`config.mk`:
```
export PLATFORM = sky130hd
export DESIGN_NAME = div_ctrl_flat
export DESIGN_NICKNAME = d
export VERILOG_FILES = /design/src/rtl/div_ctrl_if.sv /design/src/rtl/div_ctrl.sv /design/src/flat_wrapper.sv
export SDC_FILE = /design/constraint.sdc
export NUM_CORES = 1
export LEC_CHECK = 0
export ABC_CLOCK_PERIOD_IN_PS = 11400
export BUFFER_PORTS_ARGS = -buffer_cell sky130_fd_sc_hd__buf_4
export CAP_MARGIN = 20
export CORE_ASPECT_RATIO = 0.9
export CORE_MARGIN = 10
export CORE_UTILIZATION = 55
export DETAILED_ROUTE_END_ITERATION = 8
export GPL_TIMING_DRIVEN = 0
export PLACE_DENSITY = 0.87
export SYNTH_ARGS = -nofsm -noshare
export SYNTH_HDL_FRONTEND = slang
export SYNTH_SLANG_ARGS = --single-unit
```
`constraint.sdc`:
```
create_clock -name clk -period 11.4 [get_ports clk]
set_input_delay 1.71 -clock clk [delete_from_list [all_inputs] [get_ports clk]]
set_output_delay 1.71 -clock clk [all_outputs]
set_load 0.02 [all_outputs]
```
`src/rtl/div_ctrl_if.sv`:
```
// Request/result and divider-core signals shared by div_ctrl and its environment.
// The master modport is the execute stage plus the divu core; the slave modport is div_ctrl.
interface div_ctrl_if;
    logic        start;
    logic        is_signed;
    logic [31:0] op_a;
    logic [31:0] op_b;
    logic        busy;
    logic        done;
    logic        div_zero;
    logic [31:0] hi;
    logic [31:0] lo;
    logic [31:0] core_a;
    logic [31:0] core_b;
    logic [31:0] core_realb;
    logic        core_rst;
    logic [31:0] core_q;
    logic [31:0] core_r;
    logic        core_done;

    modport master (
        output start, is_signed, op_a, op_b, core_q, core_r, core_done,
        input  busy, done, div_zero, hi, lo, core_a, core_b, core_realb, core_rst
    );

    modport slave (
        input  start, is_signed, op_a, op_b, core_q, core_r, core_done,
        output busy, done, div_zero, hi, lo, core_a, core_b, core_realb, core_rst
    );
endinterface

```
`src/rtl/div_ctrl.sv`:
```
// Sequencer in front of the iterative unsigned divider core: sign handling,
// divisor normalisation, core launch, sign correction and HI/LO write-back.
module div_ctrl (
    input  logic       clk,
    input  logic       rst,
    div_ctrl_if.slave  bus
);
    typedef enum logic [1:0] {IDLE = 2'd0, NORM = 2'd1, WAIT = 2'd2} state_t;

    state_t      r_state;
    state_t      w_next;
    logic        r_sa;
    logic        r_sb;
    logic [31:0] r_absa;
    logic [31:0] r_absb;
    logic [31:0] r_normb;
    logic [31:0] r_hi;
    logic [31:0] r_lo;
    logic        r_dz;
    logic        r_done;

    logic        w_sa;
    logic        w_sb;
    logic [31:0] w_absa;
    logic [31:0] w_absb;
    logic [31:0] w_normb_sh;
    logic        w_can_shift;
    logic        w_zero;
    logic        w_load;

    function automatic logic [31:0] cond_neg(input logic neg, input logic [31:0] v);
        return neg ? (~v + 32'd1) : v;
    endfunction

    assign w_sa        = bus.is_signed & bus.op_a[31];
    assign w_sb        = bus.is_signed & bus.op_b[31];
    assign w_absa      = cond_neg(w_sa, bus.op_a);
    assign w_absb      = cond_neg(w_sb, bus.op_b);
    assign w_zero      = (bus.op_b == 32'd0);
    assign w_normb_sh  = {r_normb[30:0], 1'b0};
    // Stop before the top bit would be lost or the divisor would exceed the dividend.
    assign w_can_shift = ~r_normb[31] & (w_normb_sh <= r_absa);

    always_comb begin
        w_next = r_state;
        w_load = 1'b0;
        case (r_state)
            IDLE: begin
                if (bus.start) begin
                    w_load = 1'b1;
                    if (!w_zero) w_next = NORM;
                end
            end
            NORM:    if (!w_can_shift) w_next = WAIT;
            WAIT:    if (bus.core_done) w_next = IDLE;
            default: w_next = IDLE;
        endcase
    end

    always_ff @(posedge clk or posedge rst) begin
        if (rst) r_state <= IDLE;
        else     r_state <= w_next;
    end

    always_ff @(posedge clk or posedge rst) begin
        if (rst) begin
            r_sa    <= 1'b0;
            r_sb    <= 1'b0;
            r_absa  <= 32'd0;
            r_absb  <= 32'd0;
            r_normb <= 32'd0;
            r_hi    <= 32'd0;
            r_lo    <= 32'd0;
            r_dz    <= 1'b0;
            r_done  <= 1'b0;
        end else begin
            r_done <= 1'b0;
            if (w_load) begin
                r_sa    <= w_sa;
                r_sb    <= w_sb;
                r_absa  <= w_absa;
                r_absb  <= w_absb;
                r_normb <= w_absb;
                if (w_zero) begin
                    r_hi   <= bus.op_a;
                    r_lo   <= 32'hFFFF_FFFF;
                    r_dz   <= 1'b1;
                    r_done <= 1'b1;
                end
            end
            if (r_state == NORM && w_can_shift) r_normb <= w_normb_sh;
            // Quotient sign is the XOR of operand signs; remainder follows the dividend.
            if (r_state == WAIT && bus.core_done) begin
                r_lo   <= cond_neg(r_sa ^ r_sb, bus.core_q);
                r_hi   <= cond_neg(r_sa, bus.core_r);
                r_dz   <= 1'b0;
                r_done <= 1'b1;
            end
        end
    end

    assign bus.busy       = (r_state != IDLE);
    assign bus.core_rst   = (r_state != WAIT);
    assign bus.core_a     = r_absa;
    assign bus.core_b     = r_normb;
    assign bus.core_realb = r_absb;
    assign bus.done       = r_done;
    assign bus.div_zero   = r_dz;
    assign bus.hi         = r_hi;
    assign bus.lo         = r_lo;
endmodule
```
`src/flat_wrapper.sv`:
```
// flat-port wrapper written by rule: the top's interface ports become plain ports
module div_ctrl_flat 
  (clk, rst, bus_start, bus_is_signed, bus_op_a, bus_op_b, bus_core_q, bus_core_r, bus_core_done, bus_busy, bus_done, bus_div_zero, bus_hi, bus_lo, bus_core_a, bus_core_b, bus_core_realb, bus_core_rst);
  div_ctrl_if bus_i ();
  input  logic clk;
  input  logic rst;
  input wire logic [$bits(bus_i.start)-1:0] bus_start;
  input wire logic [$bits(bus_i.is_signed)-1:0] bus_is_signed;
  input wire logic [$bits(bus_i.op_a)-1:0] bus_op_a;
  input wire logic [$bits(bus_i.op_b)-1:0] bus_op_b;
  input wire logic [$bits(bus_i.core_q)-1:0] bus_core_q;
  input wire logic [$bits(bus_i.core_r)-1:0] bus_core_r;
  input wire logic [$bits(bus_i.core_done)-1:0] bus_core_done;
  output wire logic [$bits(bus_i.busy)-1:0] bus_busy;
  output wire logic [$bits(bus_i.done)-1:0] bus_done;
  output wire logic [$bits(bus_i.div_zero)-1:0] bus_div_zero;
  output wire logic [$bits(bus_i.hi)-1:0] bus_hi;
  output wire logic [$bits(bus_i.lo)-1:0] bus_lo;
  output wire logic [$bits(bus_i.core_a)-1:0] bus_core_a;
  output wire logic [$bits(bus_i.core_b)-1:0] bus_core_b;
  output wire logic [$bits(bus_i.core_realb)-1:0] bus_core_realb;
  output wire logic [$bits(bus_i.core_rst)-1:0] bus_core_rst;
  assign bus_i.start = bus_start;
  assign bus_i.is_signed = bus_is_signed;
  assign bus_i.op_a = bus_op_a;
  assign bus_i.op_b = bus_op_b;
  assign bus_i.core_q = bus_core_q;
  assign bus_i.core_r = bus_core_r;
  assign bus_i.core_done = bus_core_done;
  assign bus_busy = bus_i.busy;
  assign bus_done = bus_i.done;
  assign bus_div_zero = bus_i.div_zero;
  assign bus_hi = bus_i.hi;
  assign bus_lo = bus_i.lo;
  assign bus_core_a = bus_i.core_a;
  assign bus_core_b = bus_i.core_b;
  assign bus_core_realb = bus_i.core_realb;
  assign bus_core_rst = bus_i.core_rst;
  div_ctrl u_core (.clk(clk), .rst(rst), .bus(bus_i));
endmodule
```
* Word-level counts from Yosys, hierarchy flattened
Index checks and enable logic that the tools add are counted.
** Word-level totals
- Bits in registers :: 166
- Input port bits :: 133
- Output and inout port bits :: 164
- Logic and storage cells :: 66
** Cells by class
- $add $sub $neg :: 4
- $lt $le $gt $ge :: 1
- Equality and inequality tests :: 7
- Multiplexer cells :: 25
- Bitwise gates (word level) :: 9
- Reduce and logical (&&, ||, !) cells :: 10
** Operators by type and width (number)
- $mux 32 :: 12
- $add 32x1->32 const B :: 4
- $not 32->32 :: 4
- $le 32x32->1 :: 1
- $logic_not 32->1 :: 1
- $ne 2x2->1 const B :: 5
- $mux 1 :: 8
- $mux 2 :: 4
- $reduce_bool 2->1 :: 4
- $pmux 2 s3 :: 1
- $reduce_and 4->1 :: 1
- $and 1x1->1 :: 3
- $eq 2x1->1 const B :: 1
- $eq 2x2->1 const B :: 1
- $logic_and 1x1->1 :: 2
- $logic_not 2->1 :: 1
- $reduce_and 2->1 :: 1
- $not 1->1 :: 1
- $xor 1x1->1 :: 1

* Depth between registers and ports, before layout
Gate-level depths: netlist of run 1.
- Depth after elaboration :: 5
- Mapped depth :: 10

* Least setup slack after synthesis of run 1
Ideal clock, no wire load.
- Path kind :: input -> register
- Start :: input port bus_op_b[20]
- End :: register u_core.r_hi[5] (netlist: u_core.bus.hi[5])
- Setup time :: 0.123 ns
- Arrival :: 4.086 ns
- Data required time :: 11.277 ns
- Slack :: 7.191 ns
- Stages on the path :: 8
- Path buffers :: 3
- Path through :: or4_1 or4_1 buf_2 or4_1 or3_1 buf_6 buf_6 o221a_1
** On the way
- Cells in the longest elaborated chain, start to end :: 3
** Ends and longest elaborated chain
- start: declaration :: RTL line flat_wrapper.sv:10 : input wire logic [$bits(bus_i.op_b)-1:0] bus_op_b;
- $logic_not 32->1 :: RTL line div_ctrl.sv:39 : assign w_zero = (bus.op_b == 32'd0);
- $reduce_bool 2->1 (no source line)
- $reduce_and 2->1 (no source line)
- end signal: assignment :: RTL line div_ctrl.sv:85 : r_hi <= bus.op_a;
- end signal: assignment :: RTL line div_ctrl.sv:95 : r_hi <= cond_neg(r_sa, bus.core_r);
- end: declaration :: RTL line div_ctrl.sv:17 : logic [31:0] r_hi;
Every way passes these cells.
A chain may end at the register's enable or synchronous reset.

* Final worst setup path of run 1
- Start :: input port bus_op_b[26]
- End :: register u_core.r_lo[21] (netlist: u_core.bus.lo[21])
** On the way
- Cells in the longest elaborated chain, start to end :: 3
** Ends and longest elaborated chain
- $logic_not 32->1 :: RTL line div_ctrl.sv:39
- $reduce_bool 2->1 (no source line)
- $reduce_and 2->1 (no source line)
- end signal: assignment :: RTL line div_ctrl.sv:94 : r_lo <= cond_neg(r_sa ^ r_sb, bus.core_q);
- end: declaration :: RTL line div_ctrl.sv:18 : logic [31:0] r_lo;
Every way passes these cells.

==> results of run 1 <==
[cell usage in the layout (no fill, tap or decap), types with 22 or more instances in the layout]
cell type | netlist | layout
buf_4 | 0 | 296
dfrtp_1 | 166 | 166
nor2_1 | 114 | 114
nand2_1 | 101 | 101
a21oi_1 | 77 | 77
o21ai_0 | 75 | 75
xor2_1 | 71 | 71
inv_1 | 56 | 55
xnor2_1 | 46 | 46
clkbuf_1 | 45 | 45
ha_1 | 35 | 35
o31ai_1 | 33 | 33
a2bb2oi_1 | 32 | 32
mux2_2 | 23 | 23
mux2i_1 | 22 | 22
o41ai_1 | 22 | 22
[power by group through the flow]
stage / clock network, mW / logic [mW] / registers (mW)
2_1_floorplan: 0 / 0.927 / 1.40
3_3_place_gp: 0 / 2.04 / 1.11
3_5_place_dp: 0 / 2.09 / 1.12
4_1_cts: 0.600 / 2.12 / 1.12
5_1_grt: 0.627 / 2.29 / 1.15
6_report: 0.599 / 2.12 / 1.13
[routing by layer]
layer | routed length, um | part of all wire, % | up-vias
li1 | - | - | 4553
met1 | 14200 | 39 | 4727
met2 | 17500 | 48 | 556
met3 | 3370 | 9.3 | 69
met4 | 1090 | 3.0 | 0
met5 | 0 | 0 | -
[worst max-delay path, stage by stage]
cell and delay, ns:
buf_4 0.12, or4_1 0.60, or4b_2 0.64, nor4_1 0.53
a21oi_1 0.32, clkinv_1 0.25, clkbuf_1 0.46, a2bb2oi_1 0.21
[per-stage QoR]
| step | setup slack [ns] | cells | area [um^2] | total power [mW] | util (%) |
|---|---|---|---|---|---|
| 2_1_floorplan | 5.20 | 1100 | 9980 | 2.33 | - |
| 4_1_cts | 7.03 | 1669 | 13100 | 3.84 | 74.1 |
| 3_5_place_dp | 6.56 | 1637 | 12500 | 3.22 | 70.7 |
| 5_1_grt | 6.81 | 1670 | 13100 | 4.07 | 74.1 |
| 3_3_place_gp | 3.32 | 1636 | 12500 | 3.15 | 70.5 |
| 6_report | 6.92 | 1671 | 13100 | 3.84 | 74.1 |
[flip-flops by register name, summed over array words and instances (netlist names)]
signal and flops:
u_core.bus.core_a 32, u_core.bus.core_b 32, u_core.bus.core_realb 32, u_core.bus.hi 32
u_core.bus.lo 32, u_core.r_state 2, u_core.bus.div_zero 1, u_core.bus.done 1
u_core.r_sa 1, u_core.r_sb 1
[area by class of cell]
| type | instances | area (um^2) | share of cell area, % |
|---|---|---|---|
| Antenna cell | 2 | 5.00 | 0.0381 |
| Buffer | 59 | 240 | 1.83 |
| Clock buffer | 17 | 425 | 3.24 |
| Clock inverter | 15 | 168 | 1.28 |
| Inverter | 57 | 221 | 1.69 |
| Multi-Input combinational cell | 818 | 5380 | 40.9 |
| Sequential cell | 166 | 4150 | 31.6 |
| Tap cell | 240 | 300 | 2.29 |
| Timing Repair Buffer | 297 | 2250 | 17.1 |
[kinds of logic (layout without fill, tap and decap cells)]
family | Yosys count | count (layout)
XOR/XNOR | 117 | 117
flip-flops | 166 | 166
adder cells (fa/ha/maj) | 35 | 35
AO/OA/AOI/OAI | 292 | 292
AND/OR/NAND/NOR | 329 | 329
buffers and inverters | 116 | 445
multiplexers | 45 | 45
other | 0 | 2
[worst paths after layout]
kind / start / end / slack [ns]
max in group asynchronous: rst / u_core.bus.hi[12] / 9.25
min in group asynchronous: rst / u_core.bus.core_realb[24] / 1.23
worst min register to register: u_core.bus.core_realb[4] / u_core.bus.core_realb[4] / 0.49
worst max-delay path: bus_op_b[26] / u_core.bus.lo[21] / 6.92
worst max register to register: u_core.bus.core_b[29] / u_core.bus.core_b[18] / 7.86
worst min-delay path: u_core.bus.core_realb[4] / u_core.bus.core_realb[4] / 0.49
==> impl_metrics.toml, run 1 <==
[synthesis]
synthTopCellsByCount = "166 x dfrtp_1, 114 x nor2_1, 101 x nand2_1, 77 x a21oi_1, 75 x o21ai_0"
synth_sequential_area_ratio_pct = 41.6
synth_simple_gate_area_share_pct = 15.6
synth_top_family_by_area = "compound AO/OA/AOI/OAI gates"
post_synth_mux_area_share_pct = 4.80
synth_area_in_compound_gates_pct = 18.8
synth_area_per_cell_um2 = 9.08
ys_top_cells_by_area = "dfrtp_1 42%, xor2_1 6.2%, ha_1 4.4%, nor2_1 4.3%, xnor2_1 4.0%"
syn_area_um2 = 9980
synth_xor_xnor_area_share_pct = 10.3
syn-num-nets = 1268
synth-main-ff-cell = "dfrtp_1"
number_of_flops_mapped_to_enable_cells_by_yosys = 0
synth.lib_cells_used.distinct = 55
post-synth-top-count-cell = "dfrtp_1"
synth_top_cell_area_share_pct = 41.6
synth_top_area_cell = "dfrtp_1"
ys.warnings.count = 0
postSynthCellCount = 1100
synthArstFlopShare_pct = 100
synth_seq_cells = 166
synthAdderAreaFrac_pct = 4.39

[power_and_ir_drop]
logic_pwr_share_pct = 55.1
power.sequential.fraction_pct = 29.3
p_sw_mw = 1.75
irDropWorstVdd_mv = 0.187
swShare_pct = 45.5
power_density_nw_per_um2 = 292
power_leakage_nw = 5.90
internal_power_summed_over_all_cells_mw = 2.09
clock_power_share_pct = 15.6

[place]
post-dp-hpwl_um = 28200
port_buffers = 296
routabilityCongestion = 0.930

[global_routing]
grt_max_degree = 131
number_of_global_route_vias_before_repair = 10100
global_route.overflow_total = 0
global_route.usage.total_pct = 29.2
grt_pass1_wl_um = 55500
global_route.usage.met1_pct = 35.0
gr-max-usage-layer = "met2"
globalRouteMet3Util_pct = 7.83
initial_antenna_violation_count = 2
global_route.usage.met2_pct = 48.9

[timing]
fmaxAchievable_ghz = 0.223
period_minus_slack_ns = 4.48
worst_hold_slack_ns = 0.494
fin_setup_tns_ns = 0
finalHoldViolCount = 0
slew_headroom_pct = 33.1
max_slew.worst_pin.slew_ns = 0.994
setup_viol_count_final = 0
skew_ns = 0.0170
slew_violations = 0
final_min_period_over_clock_period_pct = 39.3
unrepaired_setup_endpoints_after_global_routing = "false"

[setup_path]
reg2regPathDepth = 9
critical_path.max_fanout = 10
timing.critical_path.required_ns = 11.76
end_kind = "flip-flop"
worstPathArrival_ns = 4.84
setup.worst_path.class = "input port to flip-flop"
startpoint_type = "input port"

[min_path]
hold_class = "flip-flop to flip-flop"
worst_hold_path_depth = 1

[drt]
viasPerCell = 5.93
drcViolationCount = 0
route.final.wire_length_um = 36200
postRouteAntennaNets = 0
drt_first_pass_iters = 5
drt-initial-drc-count = 879
wl_per_cell_um = 21.6
detailroute.via_count = 9905

[floorplan]
floorplan.rows = 46
io_pins = 297
initial_standard_cell_utilization_of_the_core_pct = 56.3
die_area_um2 = 23900
core_um2 = 17700
chipHeight_um = 148
floorplan.die.width_um = 162

[clocking]
postCtsResizedCells = 0
clock_root_buffer = "clkbuf_16"
clock_insertion_delay_worst_skew_ns = 0.44
post_cts_hold_buffer_count = 0
cts_tree = "built"
clk_transition_reported_paths_ns = 0.07
post-cts-setup-buffers = 0
cts.sink_count = 166
cts_max_path_buffers = 2
cts-buffers-inserted = 17
htreeDepth = 4

[layout]
layout.filler_cells = 1345
drive_above_1_share_pct = 26.0
synthToLayoutAreaGrowth_pct = 31.6
final_stage_net_count = 1584

[run_status]
status = "finished, final reports clean"

[flow_run]
maxCapViolCount = 0
(Power assumes the default switching activity.)
==> inputs of run 2 (changes only) <==
--- a/config.mk
+++ b/config.mk
@@ -5,15 +5,15 @@
 export SDC_FILE = /design/constraint.sdc
 export NUM_CORES = 1
 export LEC_CHECK = 0
-export ABC_CLOCK_PERIOD_IN_PS = 11400
+export ABC_CLOCK_PERIOD_IN_PS = 4400
 export BUFFER_PORTS_ARGS = -buffer_cell sky130_fd_sc_hd__buf_4
 export CAP_MARGIN = 20
 export CORE_ASPECT_RATIO = 0.9
 export CORE_MARGIN = 10
-export CORE_UTILIZATION = 55
+export CORE_UTILIZATION = 53
 export DETAILED_ROUTE_END_ITERATION = 8
 export GPL_TIMING_DRIVEN = 0
-export PLACE_DENSITY = 0.87
+export PLACE_DENSITY = 0.85
 export SYNTH_ARGS = -nofsm -noshare
 export SYNTH_HDL_FRONTEND = slang
 export SYNTH_SLANG_ARGS = --single-unit
==> constraint.sdc (replaced) <==
create_clock -name clk -period 4.4 [get_ports clk]
set_input_delay 0.66 -clock clk [delete_from_list [all_inputs] [get_ports clk]]
set_output_delay 0.66 -clock clk [all_outputs]
set_load 0.02 [all_outputs]
==> impl_metrics.toml, run 2 (synthesized netlist as in run 1, its figures left out) <==
[floorplan]
initial_standard_cell_utilization_of_the_core_pct = 54.1
chipHeight_um = 150
floorplan.die.width_um = 165
floorplan.rows = 47
io_pins = 297
die_area_um2 = 24700
core_um2 = 18500

[setup_path]
worstPathArrival_ns = 3.85
critical_path.max_fanout = 10
startpoint_type = "flip-flop"
setup.worst_path.class = "flip-flop to flip-flop"
end_kind = "flip-flop"
timing.critical_path.required_ns = 4.71
reg2regPathDepth = 10

[timing]
period_minus_slack_ns = 3.53
slew_headroom_pct = 36.7
unrepaired_setup_endpoints_after_global_routing = "false"
final_min_period_over_clock_period_pct = 80.3
fmaxAchievable_ghz = 0.283
finalHoldViolCount = 0
slew_violations = 0
skew_ns = 0.0118
max_slew.worst_pin.slew_ns = 0.941
setup_viol_count_final = 0
fin_setup_tns_ns = 0

[clocking]
cts.sink_count = 166
htreeDepth = 4
cts_max_path_buffers = 2
post_cts_hold_buffer_count = 0
post-cts-setup-buffers = 0
cts-buffers-inserted = 17
cts_tree = "built"
clock_insertion_delay_worst_skew_ns = 0.43
clock_root_buffer = "clkbuf_16"
clk_transition_reported_paths_ns = 0.07
postCtsResizedCells = 0

[place]
port_buffers = 296
post-dp-hpwl_um = 28600
routabilityCongestion = 0.947

[flow_run]
maxCapViolCount = 0

[drt]
viasPerCell = 5.91
drcViolationCount = 0
drt-initial-drc-count = 826
route.final.wire_length_um = 36200
drt_first_pass_iters = 7
detailroute.via_count = 9903
wl_per_cell_um = 21.6
postRouteAntennaNets = 0

[global_routing]
global_route.overflow_total = 0
number_of_global_route_vias_before_repair = 9820
grt_pass1_wl_um = 55100
grt_max_degree = 42
global_route.usage.total_pct = 28.2
initial_antenna_violation_count = 0

[layout]
layout.cells.most_common = "buf_4"
synthToLayoutAreaGrowth_pct = 32.1
mostFrequentLayoutCells = "296 x buf_4, 166 x dfrtp_1, 114 x nor2_1, 101 x nand2_1, 77 x a21oi_1"
drive_above_1_share_pct = 26.1
final_stage_net_count = 1587
n_antenna_cell = 0
fin_util_pct = 71.4

[run_status]
status = "finished, final reports clean"

[power_and_ir_drop]
power_leakage_nw = 5.91
power_density_nw_per_um2 = 750
irDropWorstVdd_mv = 0.446

[min_path]
hold_class = "input port to asynchronous set/reset pin"
==> run 2: changes by cell type in the layout (fill, tap and decap cells not counted), sizes merged <==
| cell | delta |
|---|---|
| clkinvlp | +3 |
| clkbuf | +4 |
| buf | +3 |
| diode | -2 |
| inv | -6 |
| bufinv | -1 |
==> run 2: path summary, 6_finish.rpt <==
path                                       start                        end  slack (ns)
max                        u_core.bus.core_a[31]      u_core.bus.core_b[20]        0.87
max reg2reg                u_core.bus.core_a[31]      u_core.bus.core_b[20]        0.87
min                                          rst  u_core.bus.core_realb[14]        0.17
max in group asynchronous                    rst        u_core.bus.div_zero        3.16
min in group clk                   bus_core_done          u_core.r_state[1]        0.45
min reg2reg                    u_core.bus.hi[27]          u_core.bus.hi[27]        0.51
==> run 2: critical path, stage by stage, from the launching register on <==
cell and delay [ns]:
dfrtp_1 0.40, inv_1 0.07, ha_1 0.31, nand4_1 0.17, nor4_1 0.55, nand3_1 0.21, nor2_1 0.24, o21a_1 0.14
clkbuf_1 0.32, buf_1 0.57, mux2_2 0.42
==> run 2: layout make-up <==
type | instances | area (um^2)
plain buffers | 59 | 240
clock buffers | 21 | 480
clock inverters | 11 | 115
fillers | 1448 | 5270
inverters | 57 | 218
multi-input cells | 818 | 5380
flip-flops and latches | 166 | 4150
well taps | 245 | 307
repair buffers | 300 | 2300
==> run 2: routing by layer <==
metal	vias to the layer above	wire [um]	GRT usage, %
li1	4572	-	-
met1	4722	14600	35.8
met3	66	3610	7.53
met5	-	0	0
met2	543	16900	45.8
met4	0	1050	9.34
==> run 2: through the flow <==
stage | hold WS (ns) | setup WS (ns) | std cells | power, mW | instance area [um^2]
3_3_place_gp | 0.484 | 0.524 | 1641 | 8.17 | 12500
2_1_floorplan | 0.469 | 1.24 | 1100 | 6.03 | 9990
6_report | 0.173 | 0.866 | 1677 | 9.89 | 13200
3_5_place_dp | 0.499 | 0.641 | 1645 | 8.35 | 12600
5_1_grt | 0.178 | 0.723 | 1677 | 10.5 | 13200
4_1_cts | 0.167 | 0.866 | 1677 | 9.90 | 13200
==> run 2: power breakdown <==
part           switching [mW]  internal [mW]
combinational            3.16           2.29
sequential              0.641           2.28
clock                   0.673          0.851
total                    4.47           5.42
